<file path="src/rtl/prng_pkg.sv">
// ============================================================================
// Module      : prng_pkg
// Description : Shared definitions for the prng sequencer: FSM state
//               encoding, Park-Miller multiplier/modulus and the seed table.
// Revision    : 1.0  initial release
// ============================================================================
`default_nettype none

package prng_pkg;

    // Sequencer states, explicit 3-bit encoding
    typedef enum logic [2:0] {
        S_IDLE   = 3'd0,
        S_LAUNCH = 3'd1,
        S_GUARD  = 3'd2,
        S_WAIT   = 3'd3,
        S_HAND   = 3'd4,
        S_FIN    = 3'd5
    } state_t;

    // Minimal-standard LCG constants
    localparam logic [31:0] A_DEF = 32'd16807;
    localparam logic [31:0] M_DEF = 32'd2147483647;

    // Seed table indexed by sel
    localparam logic [31:0] SEED0 = 32'd5;
    localparam logic [31:0] SEED1 = 32'd7;
    localparam logic [31:0] SEED2 = 32'd9;
    localparam logic [31:0] SEED3 = 32'd11;

endpackage : prng_pkg

`default_nettype wire

</file>
<file path="src/rtl/prng_seq_ctrl.sv">
// ============================================================================
// Module      : prng_seq_ctrl
// Description : Sequencer between system control, the prng core and the
//               parallel-to-serial converter. Selects a seed, launches the
//               prng, hands each result to p2s and chains it back as the next
//               seed until the requested count has been produced.
// Ports       : clk, rst           clock / synchronous active-high reset
//               start, sel, count  run request (sampled in IDLE only)
//               p2s_ready/load/data   handshake to the p2s converter
//               prng_start/cont/seed/m/a, prng_done/rand  prng core interface
//               seed, busy, run_done  status
// Revision    : 1.0  initial release
// ============================================================================
`default_nettype none

module prng_seq_ctrl
    import prng_pkg::*;
#(
    parameter logic [31:0] SEED0_P = SEED0,
    parameter logic [31:0] SEED1_P = SEED1,
    parameter logic [31:0] SEED2_P = SEED2,
    parameter logic [31:0] SEED3_P = SEED3
) (
    input  logic        clk,
    input  logic        rst,
    input  logic        start,
    input  logic [1:0]  sel,
    input  logic [7:0]  count,
    input  logic        p2s_ready,
    output logic        p2s_load,
    output logic [31:0] p2s_data,
    output logic        prng_start,
    output logic        prng_cont,
    output logic [31:0] prng_seed,
    output logic [31:0] prng_m,
    output logic [31:0] prng_a,
    input  logic        prng_done,
    input  logic [31:0] prng_rand,
    output logic [31:0] seed,
    output logic        busy,
    output logic        run_done
);

    state_t      state_q,     state_d;
    logic [31:0] seed_q,      seed_d;
    logic [31:0] prng_seed_q, prng_seed_d;
    logic [31:0] p2s_data_q,  p2s_data_d;
    logic [7:0]  remaining_q, remaining_d;
    logic [31:0] sel_seed;

    // Seed table mux
    always_comb begin
        sel_seed = SEED0_P;
        case (sel)
            2'd0:    sel_seed = SEED0_P;
            2'd1:    sel_seed = SEED1_P;
            2'd2:    sel_seed = SEED2_P;
            default: sel_seed = SEED3_P;
        endcase
    end

    always_ff @(posedge clk) begin
        if (rst) begin
            state_q     <= S_IDLE;
            seed_q      <= '0;
            prng_seed_q <= '0;
            p2s_data_q  <= '0;
            remaining_q <= '0;
        end else begin
            state_q     <= state_d;
            seed_q      <= seed_d;
            prng_seed_q <= prng_seed_d;
            p2s_data_q  <= p2s_data_d;
            remaining_q <= remaining_d;
        end
    end

    always_comb begin
        state_d     = state_q;
        seed_d      = seed_q;
        prng_seed_d = prng_seed_q;
        p2s_data_d  = p2s_data_q;
        remaining_d = remaining_q;
        p2s_load    = 1'b0;
        prng_start  = 1'b0;
        run_done    = 1'b0;

        case (state_q)
            S_IDLE: begin
                if (start) begin
                    if (count != 8'd0) begin
                        seed_d      = sel_seed;
                        prng_seed_d = sel_seed;
                        remaining_d = count;
                        state_d     = S_LAUNCH;
                    end else begin
                        state_d     = S_FIN;
                    end
                end
            end
            S_LAUNCH: begin
                prng_start = 1'b1;
                state_d    = S_GUARD;
            end
            // The core may still present the previous done for one cycle
            // after a restart; skipping this cycle avoids taking a stale word.
            S_GUARD: begin
                state_d = S_WAIT;
            end
            S_WAIT: begin
                if (prng_done) begin
                    p2s_data_d  = prng_rand;
                    prng_seed_d = prng_rand;
                    state_d     = S_HAND;
                end
            end
            // Single word in flight: hold here until p2s accepts it
            S_HAND: begin
                if (p2s_ready) begin
                    p2s_load = 1'b1;
                    if (remaining_q != 8'd0) begin
                        remaining_d = remaining_q - 8'd1;
                    end
                    if (remaining_q <= 8'd1) begin
                        state_d = S_FIN;
                    end else begin
                        state_d = S_LAUNCH;
                    end
                end
            end
            S_FIN: begin
                run_done = 1'b1;
                state_d  = S_IDLE;
            end
            default: begin
                state_d = S_IDLE;
            end
        endcase
    end

    assign p2s_data  = p2s_data_q;
    assign prng_seed = prng_seed_q;
    assign seed      = seed_q;
    assign busy      = (state_q != S_IDLE);
    assign prng_cont = 1'b0;
    assign prng_m    = M_DEF;
    assign prng_a    = A_DEF;

endmodule : prng_seq_ctrl

`default_nettype wire

</file>
<file path="config.mk">
export PLATFORM = sky130hd
export DESIGN_NAME = prng_seq_ctrl
export DESIGN_NICKNAME = d
export VERILOG_FILES = /design/src/rtl/prng_pkg.sv /design/src/rtl/prng_seq_ctrl.sv
export SDC_FILE = /design/constraint.sdc
export NUM_CORES = 1
export LEC_CHECK = 0
export ABC_AREA = 0
export CAP_MARGIN = 20
export CORE_MARGIN = 2
export CORE_UTILIZATION = 40
export CTS_BUF_LIST = sky130_fd_sc_hd__clkbuf_8
export DETAILED_ROUTE_END_ITERATION = 8
export HOLD_SLACK_MARGIN = 0.1
export MAX_ROUTING_LAYER = met4
export PLACE_DENSITY = 0.91
export SLEW_MARGIN = 15
export SYNTH_ARGS = -nofsm -noshare
export SYNTH_HDL_FRONTEND = slang
export SYNTH_SLANG_ARGS = --single-unit
</file>
<file path="constraint.sdc">
create_clock -name clk -period 2 [get_ports clk]
set_clock_uncertainty 0.05 [all_clocks]
set_input_delay 0.4 -clock clk [delete_from_list [all_inputs] [get_ports clk]]
set_output_delay 0.4 -clock clk [all_outputs]
set_load 0.05 [all_outputs]
</file>
==> out/results.tsv, run 1 <==
metric	value	unit
fp.dieArea	10500	um2
routed_via_density	4.73	
criticalPathCategory	reg -> out	
drt-met1-wl	3950	um
io_pins	212	
cp.arrival	1.51	ns
highest_layer	met4	
htreeDepth	3	
synth_seq_area_share	40.7	%
vdd_drop_max	0.544	mV
grt_util_all_layers	18.6	%
num_vias	3382	
path_cells	clkdlybuf4s50_1	
clock-root-buffer	clkbuf_8	
wl_met3	707	um
worstSetupEndpoint	prng_seed[1]	
synth-edff-count	0	
fin_total_pwr	0.00411	W
clock_latency	0.34	ns
synth_warnings	0	
path_delay_family	buffers and inverters	
leakagePower	2.30	nW
start_util	41.6	%
slew_headroom	60.4	%
drv_cap	0	
io_buffers	118	
grt_pass1_vias	3137	
hold_viol_final	0	
die_h	103	um
grt_max_degree	63	
grt_pass1_wl	14900	um
dp_hpwl	7290	um
slowest_delay	0.81	ns
cp_max_fo	2	
reg2reg_setup_slack	0.13	ns
fin_nets	631	
grt_overflow	0	
cp.buffers_inverters	1	
critPathLaunch	prng_seed[1]$_SDFFE_PP0P_	
place_ws	-0.177	ns
netlist_instances	468	
start_kind	register	
dr_wl_met2	5110	um
cts.path.max_buffers	2	
worst_r2r_endpoint	remaining_q[6]$_SDFFE_PP0P_	
ff2ff_path_depth	6	
area_growth	32.9	%
wl_per_cell	13.9	um
cts_setup_buffers	0	
period_needed	1.96	ns
cp.depth	1	
post-route-period-util	98.2	%
numCtsBuffers	9	
synth-async-reset-ratio	0	%
postRouteAntennaNets	0	
synth.distinct_cells	50	
path_clk_slew	0.08	ns
cts_tree	built	
report.final.slew_viol_count	0	
row_count	35	
status	complete, no violations	
fp.dieW	103	um
dp.cells	699	
drt-initial-drc-count	120	
ys.flop_type	dfxtp_1	
antenna_cells	0	
tightestPinTransition	0.586	ns
antenna_found_initial	0	
syn_avg_cell_area	8.29	um2
drc	0	
power.density	796	nW/um2
rr_startpoint	remaining_q[0]$_SDFFE_PP0P_	
cp.required	1.55	ns
setup_slack	0.0354	ns
fmax	0.509	GHz
netlist_area	3880	um2
postRouteWirelength	9930	um
drt_pre_antenna_iters	4	
drive_gt1_share	9.73	%
setup_viol	0	
routabilityCongestion	0.834	
hp-class	reg -> reg	
core	9330	um2
instances_no_fill	715	
cpMaxStageDelayCell	clkdlybuf4s50_1	
cp-end-kind	output pin	
cts.sinks	79	
ys_ff_latch	79	
[what timing repair did]
item / in CTS / in global routing
resized for setup: 0 / 18
hold buffers: 0 / 0
setup endpoints to repair: 0 / 18
[cells in the final DEF, fill, tap and decap left out, types with 10 or more instances in the layout]
| cell | synthesis | final |
|---|---|---|
| a21oi_1 | 72 | 72 |
| buf_4 | 96 | 19 |
| clkbuf_8 | 0 | 10 |
| clkdlybuf4s50_1 | 0 | 89 |
| conb_1 | 2 | 93 |
| dfxtp_1 | 79 | 78 |
| dlymetal6s2s_1 | 0 | 17 |
| nand2_1 | 80 | 80 |
| nand3_1 | 31 | 31 |
| nor2_1 | 13 | 13 |
[cell families (layout without fill, tap and decap cells)]
group           after synthesis  count (layout)  share of synthesized area (%)
flops                        79              79                           40.7
compound gates              108             108                           17.6
other cells                   2              93                          0.193
mux                           4               4                           1.06
simple gates                143             143                           16.8
fa+ha+maj                     3               3                          0.967
buf+inv                     129             156                           22.6
[cell type report]
class	count	area, um2
fillers	851	4170
multi-input cells	351	1770
flip-flops and latches	79	1580
repair buffers	133	1390
well taps	129	161
clock buffers	10	138
clock inverters	6	92.6
inverters	7	26.3
[stage by stage]
step / util, % / TNS, ns / cell area (um2) / hold slack (ns)
6_report: 55.3 / 0 / 5160 / 0.406
2_1_floorplan: - / 0 / 4230 / 0.390
3_5_place_dp: 52.4 / -5.90 / 4890 / 0.398
4_1_cts: 54.8 / 0 / 5120 / 0.392
3_3_place_gp: 52.4 / -4.85 / 4890 / 0.392
5_1_grt: 55.3 / -0.00459 / 5160 / 0.413
[how the worst min path moves through the flow]
stage / startpoint / endpoint / slack, ns / cells past startpoint
after floorplan: remaining_q[7]$_SDFFE_PP0P_ / remaining_q[7]$_SDFFE_PP0P_ / 0.39 / 2
after global placement: p2s_data[5]$_SDFFE_PP0P_ / p2s_data[5]$_SDFFE_PP0P_ / 0.39 / 2
after detailed placement: p2s_data[21]$_SDFFE_PP0P_ / p2s_data[21]$_SDFFE_PP0P_ / 0.40 / 2
after CTS: rst / seed[1]$_SDFFE_PP0P_ / 0.39 / 2
after global routing: rst / seed[1]$_SDFFE_PP0P_ / 0.41 / 2
final: p2s_data[21]$_SDFFE_PP0P_ / p2s_data[21]$_SDFFE_PP0P_ / 0.41 / 2
[cell usage after synthesis, types with 6 or more instances]
library cell  count  area share (%)
buf_4            96              19
a211oi_1          7             1.4
o32ai_1           6             1.4
buf_2             9             1.2
nor2_1           13             1.3
inv_1             7            0.68
nand3_1          31             4.0
dfxtp_1          79              41
a21oi_1          72             9.3
nand2_1          80             7.7
clkbuf_1         14             1.4
[state kept, by name, indices dropped and copies added (netlist names)]
name,count
remaining_q,8
prng_seed,32
state_q,3
seed,4
p2s_data,32
[metal layers]
metal  vias to the layer above  global-route usage (%)
met5                         -                       -
met4                         0                    7.38
met2                       174                    32.0
met1                      1558                    21.5
met3                        14                    3.46
li1                       1636                       -
[report_power, final]
| part | total [W] | internal, W | switching (W) | leakage [nW] |
|---|---|---|---|---|
| logic | 0.00108 | 0.000286 | 0.000796 | 1.55 |
| registers | 0.00168 | 0.00163 | 0.0000494 | 0.641 |
| clock network | 0.00135 | 0.000744 | 0.000601 | 0.109 |
| total | 0.00411 | 0.00266 | 0.00145 | 2.30 |
Note: power is estimated with default switching activity, not from simulation.
==> run 2, diff against run 1 <==
Settings changed: ABC_CLOCK_PERIOD_IN_PS set to 2000, CAP_MARGIN 20 to 10.
==> results of run 2 <==
Final layout, timing and power as in run 1 (identical DEF).
==> run 3, diff against run 2 <==
--- a/config.mk
+++ b/config.mk
@@ -8,6 +8,6 @@
 export ABC_AREA = 0
-export ABC_CLOCK_PERIOD_IN_PS = 2000
+export ABC_CLOCK_PERIOD_IN_PS = 1700
 export CAP_MARGIN = 10
 export CORE_MARGIN = 2
-export CORE_UTILIZATION = 40
+export CORE_UTILIZATION = 36
 export CTS_BUF_LIST = sky130_fd_sc_hd__clkbuf_8
@@ -16,3 +16,3 @@
 export MAX_ROUTING_LAYER = met4
-export PLACE_DENSITY = 0.91
+export PLACE_DENSITY = 0.87
 export SLEW_MARGIN = 15
==> constraint.sdc (replaced) <==
create_clock -name clk -period 1.7 [get_ports clk]
set_clock_uncertainty 0.05 [all_clocks]
set_input_delay 0.255 -clock clk [delete_from_list [all_inputs] [get_ports clk]]
set_output_delay 0.255 -clock clk [all_outputs]
set_load 0.05 [all_outputs]
==> run 3 against run 2 <==
Against the previous run:
- the run now ends with setup timing left
- cell count increased by 6.3%
- routed wire length increased by 14%
- combinational power increased by 47%
- core utilization increased by 0.89 points
- final area increased by 13%
- sequential power increased by 17%
- die area increased by 11%
- register-to-register slack got worse by 0.19 ns
- global-route usage decreased by 1.7 points
- flip-flop and latch count unchanged
- via count increased by 6.6%
- critical path type unchanged
- critical endpoint is now p2s_load
==> out/results.tsv, run 3 (same netlist as run 1, synthesis figures left out) <==
metric	value	unit
report.final.slew_viol_count	0	
io_pins	212	
setup_viol	31	
die_h	108	um
num_vias	3605	
p_seq_share	39.0	%
postRouteAntennaNets	0	
row_count	37	
slowest_delay	0.34	ns
status	finished with violations	
power.density	865	nW/um2
clock-root-buffer	clkbuf_8	
cp-end-kind	output pin	
grt_overflow	0	
p_comb_share	31.3	%
clock_latency	0.34	ns
seq_area	1590	um2
numCtsBuffers	9	
cts.path.max_buffers	2	
grt_util_all_layers	17.0	%
p_sw_share	35.9	%
wl_per_cell	14.8	um
drive_gt1_share	37.2	%
multi_input_area	2270	um2
cp.arrival	1.50	ns
intPower	0.00324	W
drt_pre_antenna_iters	4	
num-fill-cells	926	
drt-initial-drc-count	189	
hp-class	in -> reg	
routabilityCongestion	0.787	
cp.required	1.39	ns
grt_max_degree	75	
p_switching	0.00182	W
postRouteWirelength	11300	um
path_cells	buf_6 > buf_6 > nor3b_4 > buf_6 > and2_4 > buf_12	
dp_hpwl	7080	um
leakagePower	2.43	nW
setup_slack	-0.105	ns
post-route-util	56.2	%
post-route-period-util	106	%
start_util	37.3	%
rsz0062_at_grt	true	
cp_common_cell	buf_6	
tns	-0.894	ns
core	10400	um2
routed_via_density	4.74	
antenna_cells	0	
cp_max_fo	4	
criticalPathCategory	reg -> out	
fp.dieW	108	um
fp.dieArea	11600	um2
path_clk_slew	0.08	ns
drc	0	
drv_cap	0	
violations	setup timing	
start_kind	register	
fmax	0.554	GHz
cts-hold-fix-buffers	0	
htreeDepth	3	
cts.sinks	79	
layout_common_cells	109 x buf_4, 93 x conb_1, 79 x nand2_1	
place_ws	-0.378	ns
cpMaxStageDelayCell	dfxtp_2	
fin_nets	670	
vdd_drop_max	0.357	mV
p_clk_share	29.7	%
grt_pass1_vias	3146	
io_buffers	118	
final_common_cell	buf_4	
grt_pass1_wl	15200	um
antenna_found_initial	0	
hold_viol_final	0	
area_growth	50.8	%
cts_tree	built	
period_needed	1.80	ns
## run 3: power by group through the flow
stage | combinational, W | clock [W] | sequential [W]
final | 0.00159 | 0.00150 | 0.00197
after global routing | 0.00166 | 0.00161 | 0.00198
after CTS | 0.00137 | 0.00154 | 0.00196
after detailed placement | 0.00134 | 0 | 0.00201
after global placement | 0.00133 | 0 | 0.00200
after floorplan | 0.000986 | 0 | 0.00214
## run 3: critical path, delay by kind of cell, from the launching register on
kind / cells / cell delay (ns)
buffers and inverters: 4 / 0.49
flip-flops: 1 / 0.34
AND/OR/NAND/NOR: 2 / 0.33
## run 3: layout make-up
cell class / count / share of cell area [%]
Clock buffer: 9 / 2.12
Timing Repair Buffer: 172 / 27.1
Inverter: 7 / 0.449
Clock inverter: 6 / 1.47
Tap cell: 136 / 2.91
Sequential cell: 79 / 27.1
Multi-Input combinational cell: 351 / 38.9
## run 3: what timing repair did
item | 4_1_cts | 5_1_grt
cloned | 0 | 4
resized for setup | 11 | 103
pin swaps | 5 | 66
buffers inserted | 7 | 7
hold endpoints to repair | 0 | 0
setup endpoints to repair | 14 | 69
## run 3: path summary, 6_finish.rpt
path,startpoint,end,cells past startpoint,slack [ns]
max,state_q[0]$_SDFFE_PP0P_,p2s_load,6,-0.10
min,count[6],remaining_q[6]$_SDFFE_PP0P_,3,0.34
max reg2reg,state_q[0]$_SDFFE_PP0P_,prng_seed[4]$_SDFFE_PP0P_,6,-0.06
min reg2reg,p2s_data[2]$_SDFFE_PP0P_,p2s_data[2]$_SDFFE_PP0P_,2,0.41
## run 3: stage by stage
stage	power, W	std cells	hold WS [ns]	area, um2
after floorplan	0.00313	559	0.341	4240
after global placement	0.00333	728	0.393	4920
after detailed placement	0.00335	728	0.398	4920
after CTS	0.00487	750	0.339	5220
after global routing	0.00526	760	0.338	5850
final	0.00506	760	0.343	5850
## run 3: layer usage
metal / vias up / wire length [um] / track usage (%)
li1: 1714 / - / -
met1: 1722 / 4690 / 19.5
met2: 158 / 5870 / 29.8
met3: 11 / 606 / 3.33
met4: 0 / 109 / 5.04
met5: - / 0 / -
==> variant, RTL diff (config.mk and constraints of run 3) <==
`p2s_data_q` no longer has a reset.
--- a/src/rtl/prng_seq_ctrl.sv
+++ b/src/rtl/prng_seq_ctrl.sv
@@ -64,15 +64,17 @@
             state_q     <= S_IDLE;
             seed_q      <= '0;
             prng_seed_q <= '0;
-            p2s_data_q  <= '0;
             remaining_q <= '0;
         end else begin
             state_q     <= state_d;
             seed_q      <= seed_d;
             prng_seed_q <= prng_seed_d;
-            p2s_data_q  <= p2s_data_d;
             remaining_q <= remaining_d;
         end
+    end
+
+    always_ff @(posedge clk) begin
+        p2s_data_q <= p2s_data_d;
     end
 
     always_comb begin
Check against the original RTL: not equivalent (a bounded check fails within 10 cycles, from zero or initial values and one cycle with rst high; the reset may be asserted at any time).
==> variant against run 3 <==
The run still ends with setup timing left. Sequential share of layout area up 6.0 points. Via count down 8.6%. Power increased by 0.76%. Die area grew 1.2%. Non-clock buffer count is 10 lower. Cell area shrank 1.5%. First-iteration DRC count increased by 16%. Synthesized area rose by 1.2%. Sequential cell count unchanged. Worst setup slack improved by 0.0082 ns. Wire length fell by 1.8%. Count of clock-buffer cells in the layout is the same. Critical path type is now in -> reg. Largest power group unchanged.
==> variant: results (changes against run 3) <==
DR iter-0 viols: 220 (+16%)
Min-Delay Endpoint: state_q[0]
Hold WS: 0.296 ns (-0.0474 ns)
Layout overhead on the synthesized area: 46.8%
Largest net degree at the start of global routing: 31 (-59%)
Placed cells: 665 (-8.7%)
Fin nets: 597 (-11%)
Synth area leaders: edfxtp_1, dfxtp_1, buf_4
R2r endpoint: remaining_q[6]
Synth unique cells: 51 (+2.0%)
Outcome: finished, violations left
Net Switching: 1760 uW (-2.9%)
Min-delay src: rst
Routability cong.: 0.848 (+7.8%)
Final setup vio count: 41 (+32%)
WL met2: 5700 um (-2.9%)
First-pass GRT wire length: 14000 um (-7.4%)
Register area share after synthesis: 48.4% (+7.7 points)
Post-synth EDFFs: 32 (+32)
Worst-path fanout max: 6 (+2)
M1 WL: 4210 um (-10%)
Layout filler cell count: 872 (-5.8%)
Comb power: 1530 uW (-4%)
R2R Path Start: remaining_q[0]
Hold Crit Depth: 2 (-1)
Vias per cell: 4.76 (+0.38%)
Violated checks: setup timing
DR WL/cell: 16.0 um (+7.9%)
Setup Buffers After CTS: 2 (-5)
Layout cells sized above 1: 39.7% (+2.5 points)
Vias: 3295 (-8.6%)
Place WS: -0.314 ns (+0.0636 ns)
Power share of the combinational group: 30.0% (-1.3 points)
Routed length on met3: 1070 um (+76%)
Worst setup margin: -0.0967 ns (+0.00822 ns)
Syn avg cell area: 9.89 um^2 (+19%)
Total GRT Usage: 15.5% (-1.5 points)
## variant: cell types whose count changed after synthesis, moves of 6 or more
| cell | change |
|---|---|
| dfxtp_1 | -32 |
| a21oi_1 | -36 |
| nor3_1 | +8 |
| nand2_1 | -42 |
| edfxtp_1 | +32 |
| clkbuf_1 | -6 |
## variant: worst max-delay path by stage
stage,from,endpoint,slack (ns),depth (start not counted)
2_1_floorplan,state_q[2],prng_seed[20],-0.03,6
3_3_place_gp,count[6],remaining_q[6],-0.29,6
3_5_place_dp,count[6],state_q[2],-0.31,6
4_1_cts,remaining_q[0],remaining_q[6],-0.06,6
5_1_grt,count[3],prng_seed[3],-0.13,7
6_report,count[3],prng_seed[3],-0.1,7
## variant: kinds of logic (layout without fill, tap and decap cells)
group / after synthesis / count (layout) / share of synthesized area (%)
multiplexers: 5 / 5 / 1.34
AO/OA/AOI/OAI: 70 / 70 / 11.8
other: 2 / 93 / 0.191
buffers and inverters: 122 / 186 / 21.7
flip-flops: 79 / 79 / 48.4
AND/OR/NAND/NOR: 116 / 116 / 15.6
adder cells (fa/ha/maj): 3 / 3 / 0.956
## variant: critical path, stage by stage
cell	delay (ns)
clkdlybuf4s50_1	0.47
nor4_4	0.40
buf_4	0.18
a211o_4	0.23
buf_6	0.16
nand2_4	0.07
a211oi_2	0.23
## variant: routing by layer
layer / vias to the layer above / global-route usage (%)
met5: - / -
met4: 0 / 5.40
met3: 9 / 3.13
met2: 215 / 27.8
met1: 1574 / 17.0
li1: 1497 / -
## variant: final cells by class
| class | count | share of cell area (%) |
|---|---|---|
| clock buffers | 9 | 2.15 |
| repair buffers | 162 | 26.3 |
| well taps | 140 | 3.04 |
| flip-flops and latches | 79 | 33.1 |
| clock inverters | 7 | 1.52 |
| inverters | 8 | 0.608 |
| multi-input cells | 287 | 33.3 |
